**src/rtl/irq_stim_gen.sv**
```systemverilog
// Multi-channel interrupt stimulus generator.
// Each channel watches the CPU's macroscopic PC for a trigger word address and
// raises its interrupt line. The line drops when the handler stores to the
// channel's acknowledge word (level mode), or after PULSE_LEN cycles (pulse
// mode). A channel re-arms only after the PC has left the trigger. It retires
// once it has fired MAX_FIRES times; MAX_FIRES = 0 means it never retires.
//
// Channel state encoding, for checkers and waveform viewing:
//   ARMED      = 2'd0
//   ASSERT     = 2'd1
//   WAIT_LEAVE = 2'd2
//   DONE       = 2'd3
// Channel i's state is held in state_q[i].
module irq_stim_gen #(
  parameter int          N_CH      = 2,
  parameter logic [31:0] ACK_BASE  = 32'h0000_7F20,
  parameter int          PULSE_LEN = 4,
  parameter int          MAX_FIRES = 1,
  parameter int          CNT_W     = 8
) (
  input  logic                  clk,
  input  logic                  reset,
  input  logic [31:0]           macroscopic_pc,
  input  logic [31:0]           m_data_addr,
  input  logic [3:0]            m_data_byteen,
  input  logic [N_CH*32-1:0]    cfg_trig_pc,
  input  logic [N_CH-1:0]       cfg_mode,
  input  logic [N_CH-1:0]       cfg_en,
  output logic [N_CH-1:0]       irq,
  output logic                  irq_any,
  output logic [2:0]            irq_id,
  output logic [N_CH*CNT_W-1:0] fire_cnt,
  output logic                  busy
);

  // The pulse counter only has to hold PULSE_LEN-1.
  localparam int PW = (PULSE_LEN > 1) ? $clog2(PULSE_LEN) : 1;
  localparam logic [PW-1:0] PULSE_LOAD = PW'(PULSE_LEN - 1);

  typedef enum logic [1:0] {
    ARMED      = 2'd0,
    ASSERT     = 2'd1,
    WAIT_LEAVE = 2'd2,
    DONE       = 2'd3
  } ch_state_e;

  ch_state_e        state_q [N_CH];
  ch_state_e        state_d [N_CH];
  logic [CNT_W-1:0] cnt_q   [N_CH];
  logic [CNT_W-1:0] cnt_d   [N_CH];
  logic [PW-1:0]    pulse_q [N_CH];
  logic [PW-1:0]    pulse_d [N_CH];
  logic [N_CH-1:0]  irq_q, irq_d;
  logic [N_CH-1:0]  mode_q, mode_d;
  logic [N_CH-1:0]  hit, ack;
  logic [31:0]      pc_w, ack_w;

  // Word-aligned compare of the PC against each trigger, and of the store
  // address against each channel's acknowledge word.
  always_comb begin
    pc_w  = macroscopic_pc & ~32'h3;
    ack_w = m_data_addr & ~32'h3;
    hit   = '0;
    ack   = '0;
    for (int i = 0; i < N_CH; i++) begin
      hit[i] = cfg_en[i] && (pc_w == (cfg_trig_pc[32*i +: 32] & ~32'h3));
      ack[i] = (m_data_byteen != 4'h0) &&
               (ack_w == ((ACK_BASE + 32'(4*i)) & ~32'h3));
    end
  end

  // Per-channel next state. The pulse mode is latched when the channel fires,
  // so changes to cfg_mode or cfg_en while asserted have no effect.
  always_comb begin
    irq_d  = irq_q;
    mode_d = mode_q;
    for (int i = 0; i < N_CH; i++) begin
      state_d[i] = state_q[i];
      cnt_d[i]   = cnt_q[i];
      pulse_d[i] = pulse_q[i];
      case (state_q[i])
        ARMED: begin
          if (hit[i]) begin
            state_d[i] = ASSERT;
            irq_d[i]   = 1'b1;
            mode_d[i]  = cfg_mode[i];
            pulse_d[i] = PULSE_LOAD;
            if (cnt_q[i] != '1) cnt_d[i] = cnt_q[i] + 1'b1;
          end
        end
        ASSERT: begin
          if (mode_q[i]) begin
            if (pulse_q[i] == '0 || ack[i]) begin
              state_d[i] = WAIT_LEAVE;
              irq_d[i]   = 1'b0;
            end else begin
              pulse_d[i] = pulse_q[i] - 1'b1;
            end
          end else if (ack[i]) begin
            state_d[i] = WAIT_LEAVE;
            irq_d[i]   = 1'b0;
          end
        end
        WAIT_LEAVE: begin
          // Hold here while the PC sits on the trigger so that one visit
          // cannot fire the channel more than once.
          if (!hit[i]) begin
            if (MAX_FIRES != 0 && 32'(cnt_q[i]) >= 32'(MAX_FIRES))
              state_d[i] = DONE;
            else
              state_d[i] = ARMED;
          end
        end
        default: begin
          state_d[i] = DONE;
          irq_d[i]   = 1'b0;
        end
      endcase
    end
  end

  // State registers with synchronous reset.
  always_ff @(posedge clk) begin
    if (reset) begin
      irq_q  <= '0;
      mode_q <= '0;
      for (int i = 0; i < N_CH; i++) begin
        state_q[i] <= ARMED;
        cnt_q[i]   <= '0;
        pulse_q[i] <= '0;
      end
    end else begin
      irq_q  <= irq_d;
      mode_q <= mode_d;
      for (int i = 0; i < N_CH; i++) begin
        state_q[i] <= state_d[i];
        cnt_q[i]   <= cnt_d[i];
        pulse_q[i] <= pulse_d[i];
      end
    end
  end

  // Summary outputs, derived from registered state only.
  always_comb begin
    irq      = irq_q;
    irq_any  = |irq_q;
    irq_id   = 3'd0;
    busy     = 1'b0;
    fire_cnt = '0;
    for (int i = N_CH - 1; i >= 0; i--) begin
      if (irq_q[i]) irq_id = 3'(i);
    end
    for (int i = 0; i < N_CH; i++) begin
      if (state_q[i] == ASSERT || state_q[i] == WAIT_LEAVE) busy = 1'b1;
      fire_cnt[CNT_W*i +: CNT_W] = cnt_q[i];
    end
  end

endmodule

```
**config.mk**
```make
export PLATFORM = sky130hd
export DESIGN_NAME = irq_stim_gen
export DESIGN_NICKNAME = d
export VERILOG_FILES = /design/src/rtl/irq_stim_gen.sv
export SDC_FILE = /design/constraint.sdc
export NUM_CORES = 1
export LEC_CHECK = 0
export BUFFER_PORTS_ARGS = -buffer_cell sky130_fd_sc_hd__buf_2
export CAP_MARGIN = 20
export CORE_MARGIN = 3
export CORE_UTILIZATION = 44
export DETAILED_ROUTE_END_ITERATION = 6
export GPL_ROUTABILITY_DRIVEN = 0
export PLACE_DENSITY = 0.81
export SLEW_MARGIN = 20
export SYNTH_ARGS = -nofsm -noshare
export SYNTH_HDL_FRONTEND = slang
export SYNTH_SLANG_ARGS = --single-unit
```
**constraint.sdc**
```tcl
create_clock -name clk -period 2 [get_ports clk]
set_input_delay 0.1 -clock clk [delete_from_list [all_inputs] [get_ports clk]]
set_output_delay 0.1 -clock clk [all_outputs]
set_load 0.03 [all_outputs]
```
==> impl_metrics.yaml, run 1 <==
die:
  fp.dieH_um: 84.0
  io_pins: 161
  num_rows: 27
  coreArea_um2: 5710
  start_util: 0.469
  die_w_um: 84.0
  dieArea_um2: 7060
routing:
  routedWlPerCell_um: 14.9
  viasPerCell: 5.54
  route.detailed.drc: 0
  drt-pass1-iter-count: 5
  vias: 3090
  drt-initial-drc-count: 147
  ant_nets: 0
  routed_wl_um: 8320
clock_tree:
  clockBufferDepth: 2
  cts_root_buf: "clkbuf_8"
  cts-resized-gates: 0
  clk_latency_ns: 0.27
  htreeDepth: 1
  post_cts_buffers: 0
  cts_buffers: 3
  clock-sinks: 28
  cts_tree: "done"
  clk_pin_slew_ns: 0.10
  cts_hold_buffers: 0
logic_synthesis:
  synth-main-ff-cell: "dfxtp_1"
  synth_adder_area_share: 0.0747
  netlist-cell-type-count: 52
  seq_area_frac_synth: 0.209
  synthSimpleGateAreaFrac: 0.306
  synth_top_family_by_area: "simple AND/OR/NAND/NOR gates"
  synth-seq-cells: 28
  synth-async-reset-ratio: 0
  synth_compound_area_frac: 0.134
  synth-xor-area-share: 0.202
  avgSynthCellArea_um2: 8.25
  syn_inst: 325
  ys.warnings.count: 0
  synth_edf_count: 0
  muxShareOfSynthArea: 0.0289
  syn-cell-area_um2: 2680
setup_path:
  criticalPathCategory: "flop to flop"
  worst-path-max-fanout: 6
  cp.required_ns: 2.20
  worst_ep_arrival_time_ns: 2.02
  cp-start-kind: "flop"
  cp-end-kind: "flop"
timing:
  finalCritPeriodShare: 0.910
  final_max_slew_viol_count: 0
  grt_setup_unrepaired: "false"
  worstMarginPinSlew_ns: 0.595
  setup_ws_ns: 0.180
  maxSlewHeadroom: 0.603
  finalSetupTns_ns: 0
  fin_skew_ns: 0.00269
  setup_violations: 0
  final_hold_viol_count: 0
  fmax_mhz: 550
  timing.final.crit_period_ns: 1.82
run_status:
  status: "finished, final reports clean"
placed_design:
  dp_slack_ns: -0.0274
  post-dp-hpwl_um: 7130
  portBuffers: 150
final_layout:
  nFillCells: 501
  final_cell_mix: "150 x buf_2, 60 x xnor2_1, 32 x nand4_1"
  syn2layout_area_growth_pct: 35.7
  final_common_cell: "buf_2"
  num-nets-final: 642
  layout-drive-gt1-share: 0.385
  diodes: 0
power_and_ir_drop:
  p_leak_uw: 0.00158
  peakVddDrop_v: 0.000359
  power_density_nw_per_um2: 485
grt:
  grt_pass1_vias: 2988
  grt_max_degree: 32
  grt_remaining_overflow: 0
  grt_usage: 0.220
  grt_pass1_wl_um: 13100
  antenna_found_initial: 0
flow_run:
  maxCapViolations: 0
hold_path:
  hold_class: "input pin to flop"
[worst paths after layout]
path,endpoint,cells after the start,startpoint,slack [ns]
worst max-delay path,cnt_q[0][2],7,state_q[0][0],0.18
worst min-delay path,mode_q[1],3,cfg_mode[1],0.08
worst max register to register,cnt_q[0][2],7,state_q[0][0],0.18
worst min register to register,pulse_q[0][3],2,pulse_q[0][3],0.48
[cells in the mapped netlist (5+ instances only)]
| master | instances | area [µm²] |
|---|---|---|
| nor4_1 | 13 | 81.3 |
| a21oi_1 | 13 | 65.1 |
| o21ai_0 | 9 | 45.0 |
| or4_1 | 5 | 37.5 |
| dfxtp_1 | 28 | 561 |
| nand2_1 | 10 | 37.5 |
| nor2b_1 | 5 | 31.3 |
| nand3_1 | 19 | 95.1 |
| xnor2_1 | 60 | 526 |
| nand4_1 | 32 | 200 |
| ha_1 | 16 | 200 |
| nor2_1 | 19 | 71.3 |
| inv_1 | 22 | 82.6 |
[critical path: stages (launching register included)]
cell and delay [ns]:
dfxtp_1 0.34, inv_1 0.12, ha_2 0.26, inv_1 0.11, a31oi_1 0.23, nand3_1 0.19
or3_1 0.34, a21oi_1 0.15
[layer usage]
metal,share of wire,up-vias,GRT usage
li1,-,1530,-
met1,0.42,1422,0.289
met2,0.50,124,0.383
met3,0.065,14,0.0316
met4,0.014,0,0.0395
met5,0,-,0
[sequential cells by signal, summed over array words and instances, names as in the netlist]
register  count
pulse_q       4
irq           2
cnt_q        16
state_q       4
mode_q        2
[through the flow]
step,instances,util,hold slack (ns),total power [µW],cell area (µm²)
finish,558,0.637,0.0800,1760,3640
CTS,558,0.637,0.0653,1770,3630
global placement,555,0.629,0.350,1430,3590
floorplan,326,-,0.244,1160,2680
detailed placement,555,0.629,0.363,1460,3590
global route,558,0.637,0.0799,1890,3640
[cells by family (layout without fill, tap and decap cells)]
logic type	count (synthesis)	count (layout)
and+or+nand+nor	134	134
xor gates and xnor gates	61	61
AOI/OAI and AO/OA	49	49
buffers and inverters	29	189
DFF	28	28
adders and majority gates	16	16
muxes	7	7
other	1	2
[power breakdown]
| part | leakage [µW] | total (µW) | internal, µW | switching, µW |
|---|---|---|---|---|
| sequential | 0.000227 | 616 | 596 | 20.3 |
| combinational | 0.00133 | 839 | 378 | 461 |
| clock | 0.0000216 | 309 | 135 | 173 |
[cell type report]
cell class | instances | area (µm²) | area share
well taps | 72 | 90.1 | 0.0248
inverters | 22 | 82.6 | 0.0227
clock buffers | 3 | 41.3 | 0.0114
flip-flops and latches | 28 | 561 | 0.154
multi-input cells | 269 | 2010 | 0.552
repair buffers | 164 | 856 | 0.235
Power figures use the tool's default switching activity.
==> run 2: changes to the inputs <==
--- a/config.mk
+++ b/config.mk
@@ -11,6 +11,7 @@
 export CORE_UTILIZATION = 44
 export DETAILED_ROUTE_END_ITERATION = 6
 export GPL_ROUTABILITY_DRIVEN = 0
+export GPL_TIMING_DRIVEN = 0
 export PLACE_DENSITY = 0.81
 export SLEW_MARGIN = 20
 export SYNTH_ARGS = -nofsm -noshare
==> impl_metrics.yaml, run 2 (same netlist as run 1, synthesis figures left out) <==
run_status:
  status: "finished, final reports clean"
timing:
  final_hold_viol_count: 0
  finalCritPeriodShare: 0.949
  worstMarginPinSlew_ns: 0.571
  fmax_mhz: 527
  hold_ws_ns: 0.0677
  final_max_slew_viol_count: 0
  setup_violations: 0
  fin_skew_ns: 0.00771
  timing.final.crit_period_ns: 1.90
  maxSlewHeadroom: 0.620
clock_tree:
  cts_hold_buffers: 0
  post_cts_buffers: 0
  cts_buffers: 3
  clk_latency_ns: 0.28
  clockBufferDepth: 2
  clk_pin_slew_ns: 0.10
  htreeDepth: 1
  cts_root_buf: "clkbuf_8"
  clock-sinks: 28
  cts_tree: "done"
grt:
  grt_remaining_overflow: 0
  use_met1: 0.288
  grt_use_met3: 0.0365
  grt_max_degree: 17
  antenna_found_initial: 0
  grt_pass1_vias: 3021
  met2_usage: 0.408
  grt_pass1_wl_um: 13500
  grt_busiest_layer: "met2"
  grt_usage: 0.227
routing:
  drt-pass1-iter-count: 4
  vias: 3113
  viasPerCell: 5.64
  ant_nets: 0
  drt-initial-drc-count: 173
  route.detailed.drc: 0
  routedWlPerCell_um: 15.4
  routed_wl_um: 8490
final_layout:
  largestRegisters: "cnt_q: 16 flops, pulse_q: 4 flops, state_q: 4 flops"
  diodes: 0
  layout-drive-gt1-share: 0.379
  final_common_cell: "buf_2"
  num-nets-final: 635
  top_register: "cnt_q"
  syn2layout_area_growth_pct: 35.2
  fin_cells: 552
  largest_reg_flops: 16
  final_cell_mix: "152 x buf_2, 60 x xnor2_1, 32 x nand4_1"
die:
  dieArea_um2: 7060
  num_rows: 27
  die_w_um: 84.0
  io_pins: 161
  coreArea_um2: 5710
  fp.dieH_um: 84.0
  start_util: 0.469
hold_path:
  hold_depth: 3
  hold_class: "input pin to flop"
  min-delay-start: "cfg_mode[1]"
  holdPathEnd: "mode_q[1]"
placed_design:
  portBuffers: 150
  placedCellCount: 548
  post-dp-hpwl_um: 7190
setup_path:
  worst_ep_arrival_time_ns: 2.08
  worst-path-max-fanout: 8
  cp.required_ns: 2.18
  reg2reg_from: "state_q[0][3]"
  cp-start-kind: "input pin"
  timing.rr.end: "cnt_q[0][13]"
  criticalPathCategory: "input pin to flop"
  reg2reg_slack_ns: 0.12
  reg2reg_depth: 5
  cp-end-kind: "flop"
flow_run:
  maxCapViolations: 0
power_and_ir_drop:
  power_density_nw_per_um2: 531
  p_leak_uw: 0.00155
  peakVddDrop_v: 0.000278
-- run 2: changes by cell type in the layout (fill, tap and decap cells not counted), sizes merged --
cell    previous run  this run
bufinv             0         1
clkbuf             3         6
buf              164       154
-- run 2: area by class of cell --
cell class                 instances  area [µm²]
sequential                        28         561
fill                             534        2090
inverter                          22        82.6
buffer                             7        36.3
tap                               72        90.1
clock inverter                     1        30.0
clock buffer                       3        41.3
multi-input combinational        269        2030
timing repair buffer             150         751
-- run 2: metrics by stage --
step | utilization | worst slack [ns] | total power [µW] | TNS, ns | cell area, µm²
final | 0.635 | 0.102 | 1920 | 0 | 3620
after floorplan | - | 0.170 | 1160 | 0 | 2680
after detailed placement | 0.617 | -0.218 | 1460 | -1.43 | 3520
after global placement | 0.617 | -0.231 | 1430 | -0.984 | 3520
after global routing | 0.635 | -0.0123 | 2040 | -0.0123 | 3620
after CTS | 0.630 | 0.0139 | 1910 | 0 | 3600
-- run 2: worst max path at each step --
stage	start	endpoint	slack, ns	depth (start not counted)
after floorplan	cnt_q[0][1]	state_q[0][1]	0.17	7
after global placement	cfg_trig_pc[7]	state_q[0][1]	-0.23	8
after detailed placement	macroscopic_pc[7]	state_q[0][1]	-0.22	8
after CTS	state_q[0][0]	cnt_q[0][2]	0.01	7
after global routing	state_q[0][0]	cnt_q[0][2]	-0.01	7
final	macroscopic_pc[21]	cnt_q[0][13]	0.10	7
-- run 2: critical path, stage by stage --
cell and delay [ns]:
buf_2 0.11, xnor2_1 0.32, nand4_1 0.17, nor4_2 0.32
nand3_2 0.22, nor4_1 0.45, mux2_2 0.39
-- run 2: what timing repair did --
action,CTS,global route
endpoints found under the setup margin,0,5
gates resized for setup,0,5
endpoints found under the hold margin,0,0
-- run 2: power breakdown --
group          internal (µW)  switching [µW]  leakage [µW]
clock network            268             189     0.0000357
registers                596            18.9      0.000227
logic                    376             476       0.00128
total                   1240             684       0.00155
-- run 2: per-layer routing --
| metal | wire length, µm | part of all wire |
|---|---|---|
| met2 | 4440 | 0.52 |
| met1 | 3450 | 0.41 |
| met3 | 548 | 0.065 |
| met5 | 0 | 0 |
| met4 | 55 | 0.0065 |
==> run 3: changes to the inputs <==
--- a/config.mk
+++ b/config.mk
@@ -12,6 +12,7 @@
 export DETAILED_ROUTE_END_ITERATION = 6
 export GPL_ROUTABILITY_DRIVEN = 0
 export GPL_TIMING_DRIVEN = 0
+export MAX_ROUTING_LAYER = met4
 export PLACE_DENSITY = 0.81
 export SLEW_MARGIN = 20
 export SYNTH_ARGS = -nofsm -noshare
==> impl_metrics.yaml, run 3 (same netlist as run 1, synthesis figures left out) <==
setup_path:
  cpPeakStageDelay_ns: 0.45
  crit_buf_inv: 1
  cp-start-kind: "input pin"
  worst_ep_arrival_time_ns: 2.08
  criticalPathCategory: "input pin to flop"
  crit_path_top_delay_cell: "nor4_1"
  cp-end-kind: "flop"
  worst-path-max-fanout: 8
  cp.required_ns: 2.18
  path_cells: "buf_2 > xnor2_1 > nand4_1 > nor4_2 > nand3_2 > nor4_1 > mux2_2"
  critical_path.top_delay_family: "simple AND/OR/NAND/NOR gates"
timing:
  finalSetupTns_ns: 0
  setup_ws_ns: 0.103
  final_hold_viol_count: 0
  maxSlewHeadroom: 0.619
  fin_skew_ns: 0.00771
  fmax_mhz: 527
  timing.final.crit_period_ns: 1.90
  finalCritPeriodShare: 0.949
  hold_ws_ns: 0.0675
  final_max_slew_viol_count: 0
  setup_violations: 0
  worstMarginPinSlew_ns: 0.571
routing:
  routed_wl_um: 8490
  drt-pass1-iter-count: 4
  drt-initial-drc-count: 174
  routedWlPerCell_um: 15.4
  route.detailed.drc: 0
  ant_nets: 0
  viasPerCell: 5.64
  vias: 3113
placed_design:
  portBuffers: 150
  dp_slack_ns: -0.218
  post-dp-hpwl_um: 7190
clock_tree:
  cts_root_buf: "clkbuf_8"
  htreeDepth: 1
  cts_tree: "done"
  clk_latency_ns: 0.28
  cts_buffers: 3
  post_cts_buffers: 0
  clock-sinks: 28
  clockBufferDepth: 2
  clk_pin_slew_ns: 0.10
final_layout:
  largest_reg_flops: 16
  final_common_cell: "buf_2"
  diodes: 0
  multi_input_area_um2: 2030
  final_cell_mix: "152 x buf_2, 60 x xnor2_1, 32 x nand4_1"
  layout-drive-gt1-share: 0.379
  num-nets-final: 635
  seq_area_um2: 561
  top_register: "cnt_q"
  largestRegisters: "cnt_q: 16 flops, pulse_q: 4 flops, state_q: 4 flops"
  nFillCells: 534
  final_core_utilization: 0.635
  syn2layout_area_growth_pct: 35.2
run_status:
  status: "finished, final reports clean"
die:
  die_w_um: 84.0
  fp.dieH_um: 84.0
  num_rows: 27
  io_pins: 161
  start_util: 0.469
  coreArea_um2: 5710
  dieArea_um2: 7060
grt:
  grt_remaining_overflow: 0
  grt_usage: 0.233
  grt_pass1_wl_um: 13500
  grt_max_degree: 17
  grt_pass1_vias: 3022
  antenna_found_initial: 0
power_and_ir_drop:
  peakVddDrop_v: 0.000278
  p_leak_uw: 0.00155
  power_density_nw_per_um2: 531
hold_path:
  hold_class: "input pin to flop"
flow_run:
  maxCapViolations: 0
==> run 3: cell counts in the layout (fill, tap and decap cells not counted) <==
No cell type changed its count.
==> run 3: area by class of cell <==
cell class | count | share of cell area
multi-input combinational | 269 | 0.561
timing repair buffer | 150 | 0.207
sequential | 28 | 0.155
tap | 72 | 0.0249
inverter | 22 | 0.0228
clock buffer | 3 | 0.0114
buffer | 7 | 0.0100
clock inverter | 1 | 0.00829
==> run 3: metrics by stage <==
stage                     total power [µW]  cell area, µm²  std cells
after CTS                             1910            3600        552
final                                 1920            3620        552
after floorplan                       1160            2680        326
after global routing                  2040            3620        552
after global placement                1430            3520        548
after detailed placement              1460            3520        548
==> run 3: what timing repair did <==
item                       CTS  global route
gates resized for setup      0             5
setup endpoints to repair    0             5
hold buffers                 0             0
==> run 3: per-layer routing <==
layer / vias to the layer above / track usage / wire length (µm)
met4: 0 / 0.0322 / 58
met5: - / - / 0
met2: 123 / 0.408 / 4440
met1: 1471 / 0.288 / 3450
li1: 1511 / - / -
met3: 8 / 0.0365 / 548
==> run 3: worst paths after layout <==
path,startpoint,to,slack (ns),cells after the start
setup / recovery,macroscopic_pc[21],cnt_q[0][13],0.10,7
hold / removal,cfg_mode[1],mode_q[1],0.07,3
setup reg to reg,state_q[0][3],cnt_q[0][13],0.12,5
hold reg to reg,pulse_q[0][3],pulse_q[0][3],0.48,2
==> run 3: worst register-to-register path, cell delays in order, from the launching register on <==
cell and delay (ns):
dfxtp_1 0.34, inv_1 0.10, ha_1 0.29, nand3_2 0.20, nor4_1 0.45, mux2_2 0.39
==> run 3: where the power goes <==
| part | internal [µW] | leakage [µW] | switching, µW |
|---|---|---|---|
| logic | 376 | 0.00128 | 476 |
| registers | 596 | 0.000227 | 18.9 |
| clock network | 268 | 0.0000357 | 189 |
